==> src/rtl/div_unit_pkg.sv <==
// Shared state codes and handshake constants for the iterative divider.
package div_unit_pkg;

  typedef enum logic [1:0] {
    DIVFREE   = 2'b00,
    DIVBYZERO = 2'b01,
    DIVON     = 2'b10,
    DIVEND    = 2'b11
  } div_state_e;

  localparam logic DIVRESULTREADY    = 1'b1;
  localparam logic DIVRESULTNOTREADY = 1'b0;
  localparam logic DIVSTART          = 1'b1;
  localparam logic DIVSTOP           = 1'b0;

endpackage

==> src/rtl/div_step.sv <==
// One restoring-division step: compare the shifted partial remainder with the divisor.
module div_step #(
  parameter int WIDTH = 32
) (
  input  logic [WIDTH:0]   rem_i,
  input  logic [WIDTH-1:0] divisor_i,
  output logic [WIDTH:0]   rem_o,
  output logic             qbit_o
);

  logic [WIDTH:0] diff;

  always_comb begin
    diff   = rem_i - {1'b0, divisor_i};
    qbit_o = (rem_i >= {1'b0, divisor_i});
    rem_o  = qbit_o ? diff : rem_i;
  end

endmodule

==> src/rtl/div_unit.sv <==
// Multi-cycle signed/unsigned divider producing {remainder, quotient} with a start/ready handshake.
module div_unit
  import div_unit_pkg::*;
#(
  parameter int WIDTH = 32
) (
  input  logic               clk,
  input  logic               rst,
  input  logic               start_i,
  input  logic               annul_i,
  input  logic               signed_i,
  input  logic [WIDTH-1:0]   opdata1_i,
  input  logic [WIDTH-1:0]   opdata2_i,
  output logic [2*WIDTH-1:0] result_o,
  output logic               ready_o,
  output logic               busy_o
);

  localparam int CW = $clog2(WIDTH + 1);
  localparam logic [CW-1:0] LAST = CW'(WIDTH - 1);

  div_state_e           state_q, state_d;
  logic [CW-1:0]        cnt_q, cnt_d;
  logic [WIDTH-1:0]     dvd_q, dvd_d;   // dividend shifts out MSB-first, quotient shifts in
  logic [WIDTH:0]       rem_q, rem_d;
  logic [WIDTH-1:0]     dsr_q, dsr_d;
  logic                 qneg_q, qneg_d, rneg_q, rneg_d;
  logic [2*WIDTH-1:0]   result_q, result_d;
  logic                 ready_q, ready_d;

  logic [WIDTH-1:0]     a_mag, b_mag, q_fix, r_fix;
  logic [WIDTH:0]       step_rem;
  logic                 step_qbit;

  div_step #(.WIDTH(WIDTH)) u_step (
    .rem_i     ({rem_q[WIDTH-1:0], dvd_q[WIDTH-1]}),
    .divisor_i (dsr_q),
    .rem_o     (step_rem),
    .qbit_o    (step_qbit)
  );

  always_comb begin
    state_d  = state_q;
    cnt_d    = cnt_q;
    dvd_d    = dvd_q;
    rem_d    = rem_q;
    dsr_d    = dsr_q;
    qneg_d   = qneg_q;
    rneg_d   = rneg_q;
    ready_d  = DIVRESULTNOTREADY;
    result_d = '0;

    a_mag = (signed_i && opdata1_i[WIDTH-1]) ? -opdata1_i : opdata1_i;
    b_mag = (signed_i && opdata2_i[WIDTH-1]) ? -opdata2_i : opdata2_i;
    q_fix = qneg_q ? -dvd_q : dvd_q;
    r_fix = rneg_q ? -rem_q[WIDTH-1:0] : rem_q[WIDTH-1:0];

    unique case (state_q)
      DIVFREE: begin
        if (start_i == DIVSTART && !annul_i) begin
          cnt_d = '0;
          if (opdata2_i == '0) begin
            // Divide-by-zero result is loaded directly; no sign correction applies.
            state_d = DIVBYZERO;
            dvd_d   = '1;
            rem_d   = {1'b0, opdata1_i};
            dsr_d   = '0;
            qneg_d  = 1'b0;
            rneg_d  = 1'b0;
          end else begin
            state_d = DIVON;
            dvd_d   = a_mag;
            rem_d   = '0;
            dsr_d   = b_mag;
            qneg_d  = signed_i & (opdata1_i[WIDTH-1] ^ opdata2_i[WIDTH-1]);
            rneg_d  = signed_i & opdata1_i[WIDTH-1];
          end
        end
      end
      DIVBYZERO: state_d = annul_i ? DIVFREE : DIVEND;
      DIVON: begin
        if (annul_i) begin
          state_d = DIVFREE;
        end else begin
          rem_d = step_rem;
          dvd_d = {dvd_q[WIDTH-2:0], step_qbit};
          cnt_d = cnt_q + CW'(1);
          if (cnt_q == LAST) state_d = DIVEND;
        end
      end
      DIVEND: begin
        // Leave only once the result has actually been presented.
        if (annul_i || (ready_q && start_i == DIVSTOP)) state_d = DIVFREE;
      end
      default: state_d = DIVFREE;
    endcase

    if (state_q == DIVEND && state_d == DIVEND) begin
      ready_d  = DIVRESULTREADY;
      result_d = {r_fix, q_fix};
    end
  end

  always_ff @(posedge clk or posedge rst) begin
    if (rst) begin
      state_q  <= DIVFREE;
      cnt_q    <= '0;
      dvd_q    <= '0;
      rem_q    <= '0;
      dsr_q    <= '0;
      qneg_q   <= 1'b0;
      rneg_q   <= 1'b0;
      result_q <= '0;
      ready_q  <= DIVRESULTNOTREADY;
    end else begin
      state_q  <= state_d;
      cnt_q    <= cnt_d;
      dvd_q    <= dvd_d;
      rem_q    <= rem_d;
      dsr_q    <= dsr_d;
      qneg_q   <= qneg_d;
      rneg_q   <= rneg_d;
      result_q <= result_d;
      ready_q  <= ready_d;
    end
  end

  assign result_o = result_q;
  assign ready_o  = ready_q;
  assign busy_o   = (state_q == DIVON) || (state_q == DIVBYZERO);

endmodule

==> config.mk <==
export PLATFORM = sky130hd
export DESIGN_NAME = div_unit
export DESIGN_NICKNAME = d
export VERILOG_FILES = /design/src/rtl/div_unit_pkg.sv /design/src/rtl/div_step.sv /design/src/rtl/div_unit.sv
export SDC_FILE = /design/constraint.sdc
export NUM_CORES = 1
export LEC_CHECK = 0
export BUFFER_PORTS_ARGS = -buffer_cell sky130_fd_sc_hd__buf_2
export CAP_MARGIN = 20
export CORE_ASPECT_RATIO = 2
export CORE_MARGIN = 4
export CORE_UTILIZATION = 40
export CTS_BUF_LIST = sky130_fd_sc_hd__clkbuf_8
export DETAILED_ROUTE_END_ITERATION = 12
export PLACE_DENSITY = 0.7
export SETUP_SLACK_MARGIN = 0.15
export SLEW_MARGIN = 20
export SYNTH_ARGS = -nofsm -noshare
export SYNTH_HDL_FRONTEND = slang
export SYNTH_HIERARCHICAL = 1
export SYNTH_SLANG_ARGS = --single-unit
==> constraint.sdc <==
create_clock -name clk -period 4.85 [get_ports clk]
set_clock_uncertainty 0.05 [all_clocks]
set_input_delay 0.2425 -clock clk [delete_from_list [all_inputs] [get_ports clk]]
set_output_delay 0.2425 -clock clk [all_outputs]
set_load 0.005 [all_outputs]
[Word-level counts from Yosys, hierarchy flattened]
Cells that the tools add are included.
Storage, ports and cells
  register bits after elaboration: 171
  latch bits: 0
  RAM bits: 0
  ROM bits: 0
  input port bits: 69
  output and inout bits: 66
  logic and storage cells: 68
  memories kept: 0
Cells by class
  $add $sub $neg: 6
  multipliers: 0
  divide/modulo/power cells: 0
  magnitude comparators: 1
  equality and inequality tests: 7
  shifts and indexed selects: 0
  mux-type cells: 28
  bitwise gates (word level): 4
  reduce and logical (&&, ||, !) cells: 13
Operator list (count)
  $mux 32: 12
  $neg 32->32: 4
  $pmux 32 s2: 2
  $mux 64: 1
  $ge 33x32->1: 1
  $logic_not 32->1: 1
  $sub 32x32->32: 1
  $mux 2: 6
  $mux 6: 2
  $pmux 6 s2: 1
  $pmux 2 s4: 1
  $add 6x1->6 const B: 1
  $eq 2x2->1 const B: 3
  $eq 6x5->1 const B: 1
  $logic_and 1x1->1: 5
  $ne 2x2->1 const B: 2
  $mux 1: 3
  $reduce_and 3->1: 1
  $and 1x1->1: 2
  $eq 2x1->1 const B: 1
  $logic_not 2->1: 1
  $logic_or 1x1->1: 2
  $reduce_and 2->1: 1
  $reduce_bool 2->1: 1
  3 further kinds: 3

[Logic depth before layout (Yosys ltp)]
Gate-level depths: netlist of run 1.
  depth after elaboration: 8
  gate-level depth with buffers: 14
  gate-level depth less buffers: 13

[Modules after synthesis]
Netlist of run 1, hierarchy kept.
Modules (own cells, without submodules)
  div_unit: instances 1, cells an instance 994, area each 9112.5 um^2, sequential area each 4279.1 um^2
  div_step: instances 1, cells an instance 337, area each 2531.2 um^2, sequential area each 0.0 um^2

[Least setup slack after synthesis of run 1]
OpenSTA, ideal clock, no wires.
  path type: register to register
  start point: register rem_q[13]
  end point: register rem_q[10]
  library setup time: 0.124 ns
  arrival time: 2.876 ns
  data required time: 4.676 ns
  slack: 1.800 ns
  stages on the path, launching flop included: 14
  path buffers: 2
  clock period less this slack: 3.050 ns
  cells stage by stage: dfrtp_1 > ha_1 > buf_4 > a21o_4 > a21oi_1 > o21ba_1 > or4b_4 > or2_4 > o211ai_4 > nand2_4 > buf_6 > mux2_4 > a22oi_1 > nand2_1
Between the ends
  word-level cells in the longest chain between the ends: 4
RTL lines
  start: declaration: line div_unit.sv:25  | logic [WIDTH:0] rem_q, rem_d;
  start signal: assignment: line div_unit.sv:119  | rem_q <= rem_d;
  $ge 33x32->1: line div_step.sv:15  | qbit_o = (rem_i >= {1'b0, divisor_i});
  $mux 32: line div_step.sv:16  | rem_o = qbit_o ? diff : rem_i;
  named net step_rem[10]: line div_unit.sv:32  | logic [WIDTH:0] step_rem;
  $mux 32: line div_unit.sv:82  | if (annul_i) begin
  $pmux 32 s2: line div_unit.sv:58  | unique case (state_q)
The timed path passes the listed nets, and every way through them passes these cells. The select of a mux whose other input is x is not followed.
A chain may end at the register's enable or synchronous reset.

[Worst setup path after layout of run 1]
  start point: register rem_q[7]
  end point: register rem_q[3]
The elaborated chain is that of the path after synthesis.

==> summary.log, run 1 <==
qor: place.dp.final_hpwl 25500 um
qor: cts.clkLatencyLatePin 0.49 ns
qor: setup_path.required 5.17 ns
qor: timing.worst-slew-pin-transition 1.04 ns
qor: layout.ff_latch_area 0.00428 mm^2
qor: cts.numClockSinks 171
qor: yosys.mappedNetlistNets 1431
qor: route.routed_wl 32800 um
qor: grt.antenna_found_initial 2
qor: timing.slew_headroom 30.8%
qor: timing.sum_neg_setup_slack 0 ns
qor: route.route.antenna.remaining_nets 0
qor: timing.period_share 77.8%
qor: timing.drv_slew 0
qor: power.power_leakage 6.20 nW
qor: cts.cts_root_buffer sky130_fd_sc_hd__clkbuf_8
qor: layout.most_frequent_standard_cell_in_the_layout_excluding_fill_and_tap_cells sky130_fd_sc_hd__nand2_1
qor: layout.layout.cells.most_common_list sky130_fd_sc_hd__nand2_1, sky130_fd_sc_hd__dfrtp_1, sky130_fd_sc_hd__buf_2
qor: yosys.post_synth_inst_count 1320
qor: cts.cts_inserted_buffers 17
qor: hold_path.holdCritPathClass in -> reg
qor: floorplan.placementRows 87
qor: floorplan.die_width 128 um
qor: grt.grt.overflow.total 0
qor: power.peakVddDrop 258 uV
qor: layout.drive_gt1_share 17.1%
qor: setup_path.worstSetupPathType reg -> reg
qor: floorplan.ios 135
qor: timing.clock.fmax 0.265 GHz
qor: layout.fillerInstances 2747
qor: floorplan.floorplan.core_area 0.0284 mm^2
qor: job.max-cap-violations 0
qor: grt.grt.total_usage 20.6%
qor: grt.number_of_global_route_vias_before_repair 10100
qor: yosys.syn-mean-instance-area 8.77 um^2
qor: layout.finalNetCount 1558
qor: place.numPortBuffers 134
qor: setup_path.worst-path-max-fanout 33
qor: cts.h-tree-depth 4
qor: floorplan.initial_util 40.7%
qor: layout.finalCoreUtilization 46.6%
qor: setup_path.end_kind register
qor: route.via_count 10100
qor: route.drc 0
qor: layout.multi_input_area 0.00672 mm^2
qor: yosys.mappedNetlistArea 0.0116 mm^2
qor: grt.maximum_number_of_pins_on_one_net_before_global_route_repair 172
qor: yosys.ys.warnings.count 6
qor: cts.tritoncts_clock_tree done
qor: cts.clock_tree.buffer_depth 2
qor: cts.cts.reportedPaths.clkPinSlew 0.09 ns
qor: route.route.detailed.wl_per_inst 18.0 um
qor: setup_path.worst_ep_arrival_time 4.09 ns
qor: setup_path.setup.worst_path.start_class register
qor: timing.setup_violations 0
qor: layout.fin_area 0.0133 mm^2
qor: floorplan.floorplan.die.height 249 um
qor: route.dr.pass1.iters 5
qor: timing.timing_hold_violations_final 0
qor: outcome.outcome finished, final reports clean
qor: place.postPlaceCellArea 0.0125 mm^2
qor: timing.final.hold.worst_slack 0.0313 ns
qor: floorplan.design.die.area 0.0319 mm^2
qor: route.via_to_cell_ratio 5.58
qor: place.routabilityCongestion 0.944
qor: power.power_per_cell_area 643 mW/mm^2
qor: route.drt-initial-drc-count 740
qor: layout.syn_to_final_growth 14.5%
qor: timing.grt_setup_unrepaired no
qor: grt.grt_first_pass_wirelength 52200 um
qor: timing.timing.final.crit_period 3.77 ns
-- layer usage --
| metal | routed length [um] | global-route usage (%) | vias up |
|---|---|---|---|
| met5 | 0 | 0 | - |
| li1 | - | - | 4909 |
| met4 | 2040 | 12.5 | 0 |
| met1 | 11600 | 20.9 | 4852 |
| met2 | 17800 | 38.2 | 303 |
| met3 | 1290 | 3.16 | 84 |
-- layout make-up --
cell class | count | area share (%)
clock inverters | 15 | 1.49
inverters | 68 | 1.95
diodes | 2 | 0.0378
clock buffers | 17 | 1.77
multi-input cells | 1010 | 50.7
flip-flops and latches | 171 | 32.3
well taps | 356 | 3.36
repair buffers | 179 | 8.37
-- critical path: stages, from the launching register on --
cell,delay [ns]
sky130_fd_sc_hd__dfrtp_1,0.51
sky130_fd_sc_hd__ha_1,0.42
sky130_fd_sc_hd__a21oi_1,0.20
sky130_fd_sc_hd__nand2_1,0.09
sky130_fd_sc_hd__o41ai_2,0.59
sky130_fd_sc_hd__o21a_1,0.24
sky130_fd_sc_hd__o211a_2,0.32
sky130_fd_sc_hd__o211ai_4,0.12
sky130_fd_sc_hd__nand2_4,0.45
sky130_fd_sc_hd__mux2_2,0.40
sky130_fd_sc_hd__a22oi_1,0.17
sky130_fd_sc_hd__nand2_1,0.08
-- state kept, by name, summed over array words and instances (netlist names) --
register  count
ready_o       1
state_q       2
rem_q        32
result_o     64
dsr_q        32
cnt_q         6
dvd_q        32
rneg_q        1
qneg_q        1
-- repair_timing --
| action | CTS | global route |
|---|---|---|
| endpoints found under the hold margin | 36 | 0 |
| hold buffers | 35 | 0 |
| resized for setup | 0 | 0 |
| buffers inserted | 0 | 0 |
-- stage by stage --
| step | setup slack (ns) | cells | total power [W] |
|---|---|---|---|
| after floorplan | 1.82 | 1320 | 0.00628 |
| after global placement | 1.19 | 1749 | 0.00724 |
| after detailed placement | 1.08 | 1749 | 0.00736 |
| after CTS | 1.09 | 1816 | 0.00850 |
| after global routing | 0.867 | 1818 | 0.00918 |
| final | 1.08 | 1818 | 0.00852 |
-- final timing paths --
kind	cells after the start	startpoint	slack, ns	to
worst min-delay path	3	opdata2_i[23]	0.03	dsr_q[23]$_DFFE_PP0P_
max in group asynchronous	4	rst	3.57	rem_q[27]$_DFFE_PP0P_
min in group asynchronous	4	rst	0.49	result_o[46]$_DFF_PP0_
worst max-delay path	11	rem_q[7]$_DFFE_PP0P_	1.08	rem_q[3]$_DFFE_PP0P_
worst min register to register	2	dsr_q[11]$_DFFE_PP0P_	0.43	dsr_q[11]$_DFFE_PP0P_
worst max register to register	11	rem_q[7]$_DFFE_PP0P_	1.08	rem_q[3]$_DFFE_PP0P_
-- power by group --
| group | internal, W | switching, W | leakage [nW] |
|---|---|---|---|
| logic | 0.00230 | 0.00275 | 3.74 |
| clock network | 0.000562 | 0.000551 | 0.218 |
| registers | 0.00183 | 0.000529 | 2.24 |
| total | 0.00469 | 0.00383 | 6.20 |
No activity file was read; power rests on OpenSTA's default activity.
==> run 2, diff against run 1 <==
--- a/config.mk
+++ b/config.mk
@@ -12,7 +12,7 @@
 export CORE_UTILIZATION = 40
 export CTS_BUF_LIST = sky130_fd_sc_hd__clkbuf_8
 export DETAILED_ROUTE_END_ITERATION = 12
-export PLACE_DENSITY = 0.7
+export PLACE_DENSITY = 0.68
 export SETUP_SLACK_MARGIN = 0.15
 export SLEW_MARGIN = 20
 export SYNTH_ARGS = -nofsm -noshare
==> constraint.sdc (replaced) <==
create_clock -name clk -period 3.65 [get_ports clk]
set_clock_uncertainty 0.05 [all_clocks]
set_input_delay 0.1825 -clock clk [delete_from_list [all_inputs] [get_ports clk]]
set_output_delay 0.1825 -clock clk [all_outputs]
set_load 0.005 [all_outputs]
==> run 2 against run 1 <==
Sequential share of layout area is 1.2 points lower. Maximum frequency is 13% higher. Largest power group unchanged. Largest cell class unchanged. Power is 39% higher.
==> summary.log, run 2 (same netlist as run 1, synthesis figures left out) <==
qor: outcome.outcome finished, final reports clean [unchanged]
qor: route.drc 0 [unchanged]
qor: timing.drv_slew 0 [unchanged]
qor: timing.setup_violations 0 [unchanged]
qor: setup_path.crit_path_end rem_q[21]$_DFFE_PP0P_ [was rem_q[3]$_DFFE_PP0P_]
qor: setup_path.worst-path-max-fanout 6 [was 33]
qor: route.drt-initial-drc-count 679 [was 740]
qor: cts.clkLatencyLatePin 0.49 ns [about the same]
qor: job.max-cap-violations 0 [unchanged]
qor: setup_path.worstReg2RegStart rem_q[4]$_DFFE_PP0P_ [was rem_q[7]$_DFFE_PP0P_]
qor: cts.tritoncts_clock_tree done [unchanged]
qor: setup_path.end_kind register [unchanged]
qor: timing.grt_setup_unrepaired no [unchanged]
qor: layout.largest_register_ffs 64 [unchanged]
qor: place.numPortBuffers 134 [unchanged]
qor: cts.post_cts_buffers 0 [unchanged]
qor: setup_path.setup.worst_path.start_class register [unchanged]
qor: layout.most_frequent_standard_cell_in_the_layout_excluding_fill_and_tap_cells sky130_fd_sc_hd__nand2_1 [unchanged]
qor: setup_path.reg2reg_to rem_q[21]$_DFFE_PP0P_ [was rem_q[3]$_DFFE_PP0P_]
qor: setup_path.logic_depth_of_the_worst_path_buffers_included 12 [was 11]
qor: grt.maximum_number_of_pins_on_one_net_before_global_route_repair 172 [unchanged]
qor: route.via_to_cell_ratio 5.52 [was 5.58]
qor: cts.numClockSinks 171 [unchanged]
qor: layout.layout.cells.most_common_list sky130_fd_sc_hd__nand2_1, sky130_fd_sc_hd__dfrtp_1, sky130_fd_sc_hd__buf_2 [unchanged]
qor: hold_path.holdCritPathClass in -> reg [unchanged]
qor: layout.syn_to_final_growth 19.0% [was 14.5%]
qor: grt.grt_first_pass_wirelength 54400 um [was 52200 um]
qor: route.via_count 10300 [was 10100]
qor: route.dr.pass1.iters 6 [was 5]
qor: timing.timing.final.crit_period 3.35 ns [was 3.77 ns]
qor: timing.final.hold.worst_slack 0.0344 ns [was 0.0313 ns]
qor: grt.grt.overflow.total 0 [unchanged]
qor: floorplan.floorplan.die.height 249 um [unchanged]
qor: route.route.antenna.remaining_nets 0 [unchanged]
qor: floorplan.placementRows 87 [unchanged]
qor: route.routed_wl 33600 um [was 32800 um]
qor: setup_path.critPathMaxStageDelay 0.48 ns [was 0.59 ns]
qor: power.power_leakage 6.43 nW [was 6.20 nW]
qor: setup_path.worstSetupPathType reg -> reg [unchanged]
qor: cts.clock_tree.buffer_depth 2 [unchanged]
qor: place.postPlaceCellArea 0.0126 mm^2 [was 0.0125 mm^2]
qor: setup_path.crit_start rem_q[4]$_DFFE_PP0P_ [was rem_q[7]$_DFFE_PP0P_]
qor: cts.cts.reportedPaths.clkPinSlew 0.08 ns [was 0.09 ns]
qor: setup_path.crit_path_cell_trace ha_1 -> nand2_1 -> a32oi_2 -> o41ai_4 -> o21a_1 -> o211a_2 -> buf_4 -> o41ai_1 -> xnor2_1 -> mux2_4 -> a22oi_1 -> nand2_1 [was ha_1 -> a21oi_1 -> nand2_1 -> o41ai_2 -> o21a_1 -> o211a_2 -> o211ai_4 -> nand2_4 -> mux2_2 -> a22oi_1 -> nand2_1]
qor: power.power_per_cell_area 860 mW/mm^2 [was 643 mW/mm^2]
qor: floorplan.design.die.area 0.0319 mm^2 [unchanged]
qor: setup_path.worst-path-buf-inv 1 [was 0]
qor: floorplan.die_width 128 um [unchanged]
qor: setup_path.crit_top_cell sky130_fd_sc_hd__nand2_1 [unchanged]
qor: cts.h-tree-depth 4 [unchanged]
qor: setup_path.worst_path_max_delay_cell sky130_fd_sc_hd__dfrtp_1 [was sky130_fd_sc_hd__o41ai_2]
qor: cts.cts_root_buffer sky130_fd_sc_hd__clkbuf_8 [unchanged]
qor: floorplan.initial_util 40.7% [unchanged]
qor: grt.grt.total_usage 21.3% [was 20.6%]
qor: timing.sum_neg_setup_slack 0 ns [unchanged]
qor: setup_path.required 3.97 ns [was 5.17 ns]
qor: timing.period_share 91.7% [was 77.8%]
qor: grt.antenna_found_initial 1 [was 2]
qor: layout.multi_input_area 0.00677 mm^2 [was 0.00672 mm^2]
qor: floorplan.ios 135 [unchanged]
qor: power.power.total 0.0118 W [was 0.00852 W]
qor: timing.worst-slew-pin-transition 1.05 ns [was 1.04 ns]
qor: setup_path.cell_count_of_the_worst_reg_to_reg_path 12 [was 11]
qor: place.routabilityCongestion 0.975 [was 0.944]
qor: setup_path.r2r_setup_slk 0.30 ns [was 1.08 ns]
qor: power.peakVddDrop 405 uV [was 258 uV]
qor: timing.slew_headroom 30.1% [was 30.8%]
qor: layout.ff_latch_area 0.00428 mm^2 [unchanged]
qor: layout.fin_area 0.0138 mm^2 [was 0.0133 mm^2]
qor: cts.cts_inserted_buffers 17 [unchanged]
qor: place.dp.final_hpwl 26100 um [was 25500 um]
qor: timing.clock.fmax 0.299 GHz [was 0.265 GHz]
qor: timing.timing_hold_violations_final 0 [unchanged]
qor: floorplan.floorplan.core_area 0.0284 mm^2 [unchanged]
qor: setup_path.crit_family compound AO/OA/AOI/OAI gates [unchanged]
qor: layout.drive_gt1_share 18.1% [was 17.1%]
qor: layout.finalNetCount 1604 [was 1558]
qor: setup_path.worst_ep_arrival_time 3.67 ns [was 4.09 ns]
qor: grt.number_of_global_route_vias_before_repair 10600 [was 10100]
qor: layout.fillerInstances 2747 [unchanged]
qor: route.route.detailed.wl_per_inst 18.1 um [was 18.0 um]
run 2: changes by cell type in the layout (fill, tap and decap cells not counted), moves of 3 or more:
| cell | before | now |
|---|---|---|
| sky130_fd_sc_hd__buf_4 | 9 | 25 |
| sky130_fd_sc_hd__dlygate4sd3_1 | 35 | 63 |
| sky130_fd_sc_hd__clkinv_2 | 3 | 0 |
| sky130_fd_sc_hd__ha_1 | 41 | 38 |
run 2: per-stage QoR:
step | std cells | util (%) | worst slack, ns
floorplan | 1320 | - | 0.616
global placement | 1767 | 44.4 | 0.321
detailed placement | 1767 | 44.4 | 0.298
CTS | 1861 | 48.2 | 0.248
global route | 1862 | 48.5 | 0.152
finish | 1862 | 48.5 | 0.304
run 2: final cells by class:
class | instances | area share (%)
multi-input cells | 1010 | 49.2
flip-flops and latches | 171 | 31.1
repair buffers | 225 | 11.2
well taps | 356 | 3.23
inverters | 68 | 1.88
clock buffers | 18 | 1.80
clock inverters | 13 | 1.55
diodes | 1 | 0.0182
run 2: worst min-delay path by stage:
stage | startpoint | endpoint | cells after the start
floorplan | opdata1_i[2] | rem_q[2]$_DFFE_PP0P_ | 2
global placement | opdata1_i[5] | rem_q[5]$_DFFE_PP0P_ | 3
detailed placement | opdata1_i[5] | rem_q[5]$_DFFE_PP0P_ | 3
CTS | opdata2_i[2] | dsr_q[2]$_DFFE_PP0P_ | 3
global route | opdata2_i[2] | dsr_q[2]$_DFFE_PP0P_ | 3
finish | opdata2_i[8] | dsr_q[8]$_DFFE_PP0P_ | 3
run 2: what timing repair did:
item,in CTS,in global routing
hold buffers,63,0
gates resized for setup,0,10
hold endpoints to repair,242,0
endpoints found under the setup margin,0,26
run 2: report_power, final:
part	leakage (nW)	internal (W)	switching, W
registers	2.24	0.00244	0.000697
clock network	0.232	0.000837	0.000735
logic	3.96	0.00328	0.00385
run 2: tightest hold or removal path, cell delays in order:
cell and delay [ns]:
sky130_fd_sc_hd__buf_2 0.13, sky130_fd_sc_hd__xor2_1 0.07, sky130_fd_sc_hd__o21ai_0 0.15
run 2: metal layers:
metal  routed length [um]  vias to the layer above  track usage (%)
met4                 2120                        0             13.2
met5                    0                        -                0
met1                12400                     4873             22.1
li1                     -                     5006                -
met2                18000                      293             38.9
met3                 1100                      110             3.14
